### src/rtl/go_sync_multi.sv
// N-channel toggle-to-pulse synchroniser: each foreign-domain flip line is
// synchronised, edge-detected and queued as a per-channel valid/ready request.
module go_sync_multi #(
   parameter int N           = 4,
   parameter int SYNC_STAGES = 2,
   parameter int DEPTH       = 3,
   parameter int EDGE_MODE   = 0,
   localparam int CW         = $clog2(DEPTH + 1)
) (
   input  logic            clk,
   input  logic            rstn,
   input  logic [N-1:0]    flip_async,
   output logic [N-1:0]    go_valid,
   input  logic [N-1:0]    go_ready,
   input  logic [N-1:0]    ovf_clr,
   output logic [N-1:0]    ovf,
   output logic [N*CW-1:0] pend_cnt,
   output logic            armed
);
   localparam int AW = $clog2(SYNC_STAGES + 2);
   localparam logic [AW-1:0] ARM_DONE = AW'(SYNC_STAGES + 1);
   localparam logic [CW-1:0] CNT_MAX  = CW'(DEPTH);

   logic [SYNC_STAGES-1:0] sync_r [N];
   logic [N-1:0]           prev_r;
   logic [CW-1:0]          cnt_r [N];
   logic [CW-1:0]          cnt_nxt_s [N];
   logic [N-1:0]           ovf_r;
   logic [N-1:0]           ovf_nxt_s;
   logic [N-1:0]           event_s;
   logic [N-1:0]           ev_q_s;
   logic [N-1:0]           xfer_s;
   logic [N-1:0]           drop_s;
   logic [AW-1:0]          arm_cnt_r;
   logic                   armed_s;

   // Arm counter: masks the first SYNC_STAGES+1 edges so a line already high at release is not an event
   always_ff @(posedge clk or negedge rstn) begin
      if (!rstn) begin
         arm_cnt_r <= {AW{1'b0}};
      end else if (arm_cnt_r != ARM_DONE) begin
         arm_cnt_r <= arm_cnt_r + AW'(1);
      end else begin
         arm_cnt_r <= arm_cnt_r;
      end
   end

   assign armed_s = (arm_cnt_r == ARM_DONE);

   // Synchroniser chains and delayed copy of the last stage
   always_ff @(posedge clk or negedge rstn) begin
      if (!rstn) begin
         for (int c = 0; c < N; c++) begin
            sync_r[c] <= {SYNC_STAGES{1'b0}};
         end
         prev_r <= {N{1'b0}};
      end else begin
         for (int c = 0; c < N; c++) begin
            sync_r[c] <= {sync_r[c][SYNC_STAGES-2:0], flip_async[c]};
            prev_r[c] <= sync_r[c][SYNC_STAGES-1];
         end
      end
   end

   // Event detection on registered synchronised values
   always_comb begin
      event_s = {N{1'b0}};
      for (int c = 0; c < N; c++) begin
         case (EDGE_MODE)
            32'd1:   event_s[c] = sync_r[c][SYNC_STAGES-1] & ~prev_r[c];
            32'd2:   event_s[c] = ~sync_r[c][SYNC_STAGES-1] & prev_r[c];
            default: event_s[c] = sync_r[c][SYNC_STAGES-1] ^ prev_r[c];
         endcase
      end
   end

   // Pending-count and sticky-overflow next state; simultaneous event and transfer cancel
   always_comb begin
      ev_q_s    = {N{1'b0}};
      xfer_s    = {N{1'b0}};
      drop_s    = {N{1'b0}};
      ovf_nxt_s = ovf_r;
      for (int c = 0; c < N; c++) begin
         cnt_nxt_s[c] = cnt_r[c];
         ev_q_s[c]    = event_s[c] & armed_s;
         xfer_s[c]    = go_ready[c] & (cnt_r[c] != {CW{1'b0}});
         case ({ev_q_s[c], xfer_s[c]})
            2'b10: begin
               if (cnt_r[c] < CNT_MAX) begin
                  cnt_nxt_s[c] = cnt_r[c] + CW'(1);
               end else begin
                  drop_s[c] = 1'b1;
               end
            end
            2'b01:   cnt_nxt_s[c] = cnt_r[c] - CW'(1);
            default: cnt_nxt_s[c] = cnt_r[c];
         endcase
         if (drop_s[c]) begin
            ovf_nxt_s[c] = 1'b1;
         end else if (ovf_clr[c]) begin
            ovf_nxt_s[c] = 1'b0;
         end else begin
            ovf_nxt_s[c] = ovf_r[c];
         end
      end
   end

   // Pending-count and overflow state
   always_ff @(posedge clk or negedge rstn) begin
      if (!rstn) begin
         for (int c = 0; c < N; c++) begin
            cnt_r[c] <= {CW{1'b0}};
         end
         ovf_r <= {N{1'b0}};
      end else begin
         for (int c = 0; c < N; c++) begin
            cnt_r[c] <= cnt_nxt_s[c];
         end
         ovf_r <= ovf_nxt_s;
      end
   end

   // Output decode from registered state only
   always_comb begin
      go_valid = {N{1'b0}};
      pend_cnt = {(N*CW){1'b0}};
      for (int c = 0; c < N; c++) begin
         go_valid[c]            = (cnt_r[c] != {CW{1'b0}});
         pend_cnt[c*CW +: CW]   = cnt_r[c];
      end
   end

   assign ovf   = ovf_r;
   assign armed = armed_s;

endmodule

### config.mk
export PLATFORM = sky130hd
export DESIGN_NAME = go_sync_multi
export DESIGN_NICKNAME = d
export VERILOG_FILES = /design/src/rtl/go_sync_multi.sv
export SDC_FILE = /design/constraint.sdc
export NUM_CORES = 1
export LEC_CHECK = 0
export CORE_ASPECT_RATIO = 1.5
export CORE_UTILIZATION = 45
export DETAILED_ROUTE_END_ITERATION = 10
export PLACE_DENSITY = 0.77
export SLEW_MARGIN = 5
export SYNTH_ARGS = -nofsm -noshare
export SYNTH_HDL_FRONTEND = slang
export SYNTH_SLANG_ARGS = --single-unit
### constraint.sdc
create_clock -name clk -period 1.6 [get_ports clk]
set_input_delay 0.24 -clock clk [delete_from_list [all_inputs] [get_ports clk]]
set_output_delay 0.24 -clock clk [all_outputs]
set_load 0.01 [all_outputs]
==> run summary <==
worst-case clock buffer depth: 2
First DRT Iteration DRCs: 12
pre-CTS setup slack: 0.1292 ns
Power Density: 1448 nW/um^2
most frequent cell after synthesis: dfrtp_1
Post-Syn Area: 1062 sq um
fin nets: 147
Worst Tran Pin Value: 0.3212 ns
Area contributors post-synth: dfrtp_1, xor2_1, a32o_1
core area: 2233 sq um
outcome: complete, no violations
#FFs+latches synth: 26
CP endpoint kind: primary output
TritonCTS Sinks: 26
Post-CTS Hold Buffers: 0
die area: 2563 sq um
Setup CP Type: reg2out
worst-skew pair later-pin latency: 0.32 ns
IO Count: 31
Register Area: 651.9 sq um
Final setup viols: 0
Synth area leader: dfrtp_1
Area Overhead vs Synth: 44.52%
first-pass GRT wire length: 3091 microns
Die Span X: 41.67 microns
Max transition margin: 78.52%
GRT Residual Overflow: 0
CTS H-Tree Depth: 1
vias in the first global route: 732
antenna cell count: 0
max cap viols: 0
ys flop type: dfrtp_1
Max Clock Freq: 647.7 MHz
Placed Instances: 145
initial antenna violation count: 0
final core utilization: 68.74%
RePlAce Congestion: 0.7392
Final Instance Count excl. Fillers: 154
CP startpoint kind: register
final WL: 1900 microns
worst min path class: in2async
vias: 805
DR vias/cell: 5.227
Die Y: 61.51 microns
residual DRC count: 0
Routed Antenna Nets: 0
Req. time, crit path: 1.36 ns
Total GRT Usage: 16.09%
asr flop ratio synth: 100.0%
RSZ-0062 raised after global routing: false
VDD IR max: 921.8 uV
final worst clock skew: 0.001657 ns
CTS tree: done
# port buffers: 30
Final period util: 96.50%
CP max FO: 2
pin count of the biggest net entering global routing: 27
number of buffers created by CTS: 3
area share of the leading cell type in the synthesized netlist: 61.25%
routed len/inst: 12.34 microns
final-layout fill cell count: 175
Final min period: 1.544 ns
Root Buffer: clkbuf_4
final hold violation count: 0
post-synthesis sequential area ratio: 61.25%
area occupied by multi-input gates: 400.4 sq um
setup total negative slack: 0 ns
Syn Area/Cell: 12.21 sq um
Post-Syn Instances: 87
Ys Warns: 0
P_leak: 0.7279 nW
First-pass DRT Iterations: 3
post-DP HPWL: 1425 microns
Arrival @ worst endpoint: 1.30 ns
number of synthesized flops with an enable pin: 0
Starting Density: 47.56%
post-synthesis cell type count: 26
layout cells sized above 1: 19.08%
Synth top cells by count: dfrtp_1, nand2_1, inv_1
clock transition at the registers of the reported paths: 0.13 ns
Max Slew Vio Count: 0
PnR worst setup slack: 0.05602 ns
Cell Rows: 21
Synth Net Count: 102
## repair_timing
action | 4_1_cts | 5_1_grt
gates resized for setup | 12 | 5
setup buffers | 5 | 0
setup endpoints to repair | 7 | 5
pin swaps | 0 | 0
endpoints found under the hold margin | 0 | 0
## state kept, by name (all words and copies together) (netlist names)
name / cells
arm_cnt_r: 2
prev_r: 4
pend_cnt: 8
ovf: 4
sync_r: 8
## per-stage QoR
stage                     area, sq um  total power [W]  hold WS [ns]
final                            1535         0.002224        0.2586
after global routing             1535         0.002356        0.2823
after CTS                        1524         0.002256        0.2599
after detailed placement         1431         0.001818        0.3373
after global placement           1431         0.001784        0.3322
after floorplan                  1062         0.001292      -0.05559
## final timing paths
check                         startpoint           to  slack, ns  depth (start not counted)
max                          pend_cnt[5]  go_valid[2]       0.06                          2
min                                 rstn  pend_cnt[3]       0.26                          2
max reg2reg                    prev_r[2]  pend_cnt[4]       0.13                          4
min reg2reg                    sync_r[6]    sync_r[7]       0.37                          0
max in group asynchronous           rstn  pend_cnt[6]       1.09                          2
min in group clk           flip_async[0]    sync_r[6]       0.34                          1
## area by class of cell
cell class                 count  area share [%]
clock buffer                   3           1.467
clock inverter                 1           1.956
inverter                       5           1.222
multi-input combinational     55           26.08
sequential                    26           42.46
tap                           23           1.874
timing repair buffer          41           24.94
## critical path, stage by stage, from the launching register on
cell,delay [ns]
dfrtp_1,0.40
or2_2,0.31
dlygate4sd2_1,0.29
## cells by family (layout without fill, tap and decap cells)
group	Yosys count	in the layout	synth area share, %
buffers and inverters	6	50	2.238
AOI/OAI and AO/OA	21	21	15.19
and+or+nand+nor	23	23	10.84
DFF	26	26	61.25
xor gates and xnor gates	7	7	5.772
adders and majority gates	1	1	1.178
muxes	3	3	3.533
## power breakdown
part	switching (W)	internal (W)
clock	0.000186	0.000253
combinational	0.000411	0.000527
sequential	0.0000615	0.000786
total	0.000658	0.00157
## cells in the final DEF, fill, tap and decap left out
master,count
a21boi_0,3
a21oi_1,1
a31oi_1,1
a32o_1,3
and2_1,3
buf_4,11
bufinv_16,1
clkbuf_4,3
clkdlybuf4s15_1,1
clkdlybuf4s50_1,17
dfrtp_1,25
dfrtp_2,1
dlygate4sd2_1,8
dlymetal6s2s_1,4
ha_4,1
inv_1,5
mux2_2,2
mux2_4,1
nand2_1,7
nand2_2,1
nand3_1,2
nor2_1,4
nor3b_1,1
o211a_1,2
o211ai_1,1
o21ai_0,2
o22a_1,3
o22ai_1,3
o31ai_1,2
or2_2,4
or3_1,1
xnor2_1,3
xor2_1,4
## routing by layer
| layer | part of all wire (%) | track usage [%] | vias up |
|---|---|---|---|
| li1 | - | - | 392 |
| met1 | 42 | 20.08 | 388 |
| met2 | 53 | 27.68 | 21 |
| met3 | 3.2 | 2.053 | 4 |
| met4 | 1.5 | 8.295 | 0 |
| met5 | 0 | 0 | - |
No activity file was read; power rests on OpenSTA's default activity.
